`config.mk`:
```
export PLATFORM = sky130hd
export DESIGN_NAME = abs_value
export DESIGN_NICKNAME = d
export VERILOG_FILES = /design/src/rtl/abs_value.sv
export SDC_FILE = /design/constraint.sdc
export NUM_CORES = 1
export LEC_CHECK = 0
export ABC_AREA = 1
export CAP_MARGIN = 20
export CORE_MARGIN = 2
export CORE_UTILIZATION = 45
export CTS_BUF_LIST = sky130_fd_sc_hd__clkbuf_8
export DETAILED_ROUTE_END_ITERATION = 7
export GPL_ROUTABILITY_DRIVEN = 0
export PLACE_DENSITY = 0.8
export SLEW_MARGIN = 10
export SYNTH_ARGS = -nofsm -noshare
export SYNTH_HDL_FRONTEND = slang
export SYNTH_SLANG_ARGS = --single-unit
```
`constraint.sdc`:
```
create_clock -name clk -period 2.2 [get_ports clk]
set_clock_uncertainty 0.15 [all_clocks]
set_input_delay 0.22 -clock clk [delete_from_list [all_inputs] [get_ports clk]]
set_output_delay 0.22 -clock clk [all_outputs]
set_load 0.02 [all_outputs]
```
`src/rtl/abs_value.sv`:
```
// Registered two's-complement absolute value with sign output.
// One-cycle latency, valid strobe carried alongside the data.
module abs_value #(
    parameter int WORD_WIDTH = 16
) (
    input  logic                  clk,
    input  logic                  rst_n,
    input  logic                  in_valid,
    input  logic [WORD_WIDTH-1:0] ans,
    output logic                  out_valid,
    output logic [WORD_WIDTH-1:0] abs_ans,
    output logic                  ans_neg
);

    localparam logic [WORD_WIDTH-1:0] ONE = WORD_WIDTH'(1);

    logic                  neg;
    logic [WORD_WIDTH-1:0] negated;
    logic [WORD_WIDTH-1:0] mag;

    // Most-negative input wraps to itself, which is its correct unsigned magnitude.
    always_comb begin
        neg     = ans[WORD_WIDTH-1];
        negated = (~ans) + ONE;
        mag     = neg ? negated : ans;
    end

    always_ff @(posedge clk or negedge rst_n) begin
        if (!rst_n) begin
            out_valid <= 1'b0;
        end else begin
            out_valid <= in_valid;
        end
    end

    // Data registers only load on a valid operand, so idle inputs never leak through.
    always_ff @(posedge clk or negedge rst_n) begin
        if (!rst_n) begin
            abs_ans <= '0;
            ans_neg <= 1'b0;
        end else if (in_valid) begin
            abs_ans <= mag;
            ans_neg <= neg;
        end
    end

endmodule

```
==> summary.md <==
| Metric | Value |
|---|---|
| Status | complete, no violations |
| Crit end category | flop |
| Cell variety after synth | 25 |
| Largest net degree at the start of global routing | 22 |
| Final setup TNS | 0 ns |
| Die area | 2780 um2 |
| Fin worst setup slack | between 0.6 and 0.7 ns |
| CTS Buffer Depth | 2 |
| Power per cell area | 583 nW/um2 |
| Htree depth | 1 |
| Net count, final | between 200 and 250 |
| Port bufs | 36 |
| Worst vdd ir | roughly 0.00065 V |
| Die width | 52.8 um |
| Layout cell share with drive strength beyond 1 | under 10% |
| Yosys warns | 0 |
| Filler instances | 190 |
| Tcrit/Tclk final | between 70% and 80% |
| Crit-path most repeated cell | nand2_1 |
| Number of cell rows | 17 |
| # DRC | 0 |
| Inserted Diodes | 0 |
| Crit path max fanout | 9 |
| Crit path max-delay cell type | clkdlybuf4s50_1 |
| Initial DRT Pass Iterations | 4 |
| Syn Nets | 168 |
| Area of the multi-input gates | 533 um2 |
| Hold-fix buffers at CTS | 0 |
| Final setup fails | 0 |
| I/O pins | 37 |
| Vias in the first global route | approximately 990 |
| DRT Wirelength | 2450 um |
| Total Routing Usage GR | 20.2% |
| Initial antenna violation count | 0 |
| Fmax | between 600 and 700 MHz |
| Worst-path cell chain | clkdlybuf4s50_1, inv_2, ha_1, nand2_1, o21bai_4, nand4_1, nand3_1, nand2_1 |
| RSZ-0062 raised after global routing | no |
| Tightest Hold Check Type | in2async |
| Sink Count | 18 |
| Worst-Margin Slew | 0.559 ns |
| Vias/cell | 5.08 |
| Fin. max-slew vios | 0 |
| Synthesized area | around 1100 um2 |
| DR WL/cell | around 12 um |
| Die Y-Extent | 52.8 um |
| Syn avg cell area | 7.23 um2 |
| Clock Latency Late Sink | 0.25 ns |
| FF/Latch Area | around 450 um2 |
| Final ANT Viol Nets | 0 |
| Post-Syn Instances | 148 |
| Req. time, crit path | 2.20 ns |
| Core area | between 2000 and 2500 um2 |
| Dpl ws | 0.336 ns |
| PostCTS Resize Cnt | 0 |
| Min Tclk post-route | 1.60 ns |
| Critical setup path kind | in2reg |
| Worst-path clk slew | 0.06 ns |
| Grt ovf | 0 |
| Detailed Place HPWL | 1970 um |
| Area Growth Syn to Fin | 39.8% |
| Num CTS Buffers | 3 |
| Max Cap Violations | 0 |
| Seq cells post-synth | 18 |
| WHS | 0.139 ns |
| Via count | 1081 |
| Arrival @ worst endpoint | 1.59 ns |
| Final Hold Vio Count | 0 |
| CTS tree | yes |
| Setup Buffers After CTS | 0 |
| Slew headroom | between 60% and 70% |
| Leakage power | about 0.71 nW |
| Largest stage delay, worst path | 0.49 ns |
| Initial DRC Count | 21 |
| Worst Setup Start Kind | primary input |
| Reg-to-reg setup timing slack | 1.36 ns |
| First-pass GRT wire length | 4180 um |
| Seq/Total Area, Yosys | 42.1% |
| CTS Root Cell | clkbuf_8 |
| Initial Utilization | ~48% |
[through the flow]
stage | power [mW] | utilization, % | area [um2] | instances
6_report | 0.871 | 66.9 | 1500 | 213
5_1_grt | 0.917 | 66.9 | 1500 | 213
4_1_cts | 0.880 | 66.9 | 1500 | 213
3_5_place_dp | 0.653 | 65.1 | 1450 | 210
3_3_place_gp | 0.648 | 65.1 | 1450 | 210
2_1_floorplan | 0.519 | - | 1070 | 148
[worst max-delay path: cells and delay by family]
kind,cells,cell delay [ns]
compound gates,1,0.22
fa+ha+maj,1,0.18
buf+inv,2,0.59
simple gates,4,0.38
[final cells by class]
| cell class | count | area share, % |
|---|---|---|
| Timing Repair Buffer | 39 | 25.6 |
| Inverter | 14 | 3.51 |
| Tap cell | 28 | 2.34 |
| Clock buffer | 3 | 2.76 |
| Multi-Input combinational cell | 111 | 35.6 |
| Sequential cell | 18 | 30.1 |
[power by group]
group          internal (mW)  switching (mW)
clock network          0.122           0.104
registers              0.365          0.0170
logic                  0.124           0.140
total                  0.611           0.261
[path summary, 6_finish.rpt]
| check | start | end | cells past startpoint |
|---|---|---|---|
| max in group asynchronous | rst_n | abs_ans[10] | 2 |
| min reg2reg | abs_ans[12] | abs_ans[12] | 2 |
| min | rst_n | abs_ans[0] | 2 |
| max | ans[0] | abs_ans[14] | 8 |
| max reg2reg | abs_ans[0] | abs_ans[0] | 2 |
| min in group clk | abs_ans[12] | abs_ans[12] | 2 |
[routing by layer]
| metal | GRT usage [%] | vias up | part of all wire (%) |
|---|---|---|---|
| li1 | - | 549 | - |
| met1 | 27.1 | 486 | 45 |
| met2 | 33.5 | 42 | 48 |
| met3 | 2.57 | 4 | 5.9 |
| met4 | 6.41 | 0 | 1.5 |
| met5 | 0 | - | 0 |
[flip-flops by register name, indices dropped and copies added, names as in the netlist]
name       count
out_valid      1
ans_neg        1
abs_ans       16
[logic make-up (layout without fill, tap and decap cells)]
| kind of cell | after synthesis | after routing | synth area share, % |
|---|---|---|---|
| and+or+nand+nor | 92 | 92 | 37.2 |
| DFF | 18 | 18 | 42.1 |
| xor gates and xnor gates | 3 | 3 | 2.46 |
| buffers and inverters | 19 | 56 | 8.07 |
| AOI/OAI and AO/OA | 15 | 15 | 9.01 |
| adders and majority gates | 1 | 1 | 1.17 |
[synthesized netlist by cell type]
cell | n | area share (%)
o21ai_1 | 7 | 3.3
nor2_1 | 10 | 3.5
clkbuf_1 | 2 | 0.70
o21ai_2 | 1 | 0.82
nand3b_1 | 1 | 0.70
nor2_4 | 1 | 1.1
nand3_1 | 19 | 8.9
and2_1 | 1 | 0.59
nand4_1 | 2 | 1.2
dfrtp_1 | 18 | 42
or2_1 | 1 | 0.59
o211ai_1 | 1 | 0.70
a31oi_1 | 1 | 0.59
inv_2 | 2 | 0.70
buf_4 | 2 | 1.4
o21bai_4 | 1 | 1.8
nand3_2 | 1 | 0.94
o21ai_0 | 4 | 1.9
buf_6 | 1 | 1.1
nand2_1 | 55 | 19
xor2_1 | 2 | 1.6
nor3_1 | 1 | 0.47
inv_1 | 12 | 4.2
ha_1 | 1 | 1.2
xnor2_1 | 1 | 0.82
[cells in the final DEF (no fill, tap or decap)]
cell type / count
inv_1: 12
o21ai_2: 1
nor2_1: 10
nand3_2: 1
a31oi_1: 1
o21ai_1: 7
xor2_1: 2
clkbuf_8: 3
dfrtp_1: 18
nand4_1: 2
nand2_1: 55
and2_1: 1
o21bai_4: 1
o211ai_1: 1
xnor2_1: 1
ha_1: 1
nand3b_1: 1
inv_2: 2
clkdlybuf4s50_1: 36
or2_1: 1
nor2_4: 1
nand3_1: 19
nor3_1: 1
buf_4: 3
o21ai_0: 4
(Power assumes the default switching activity.)
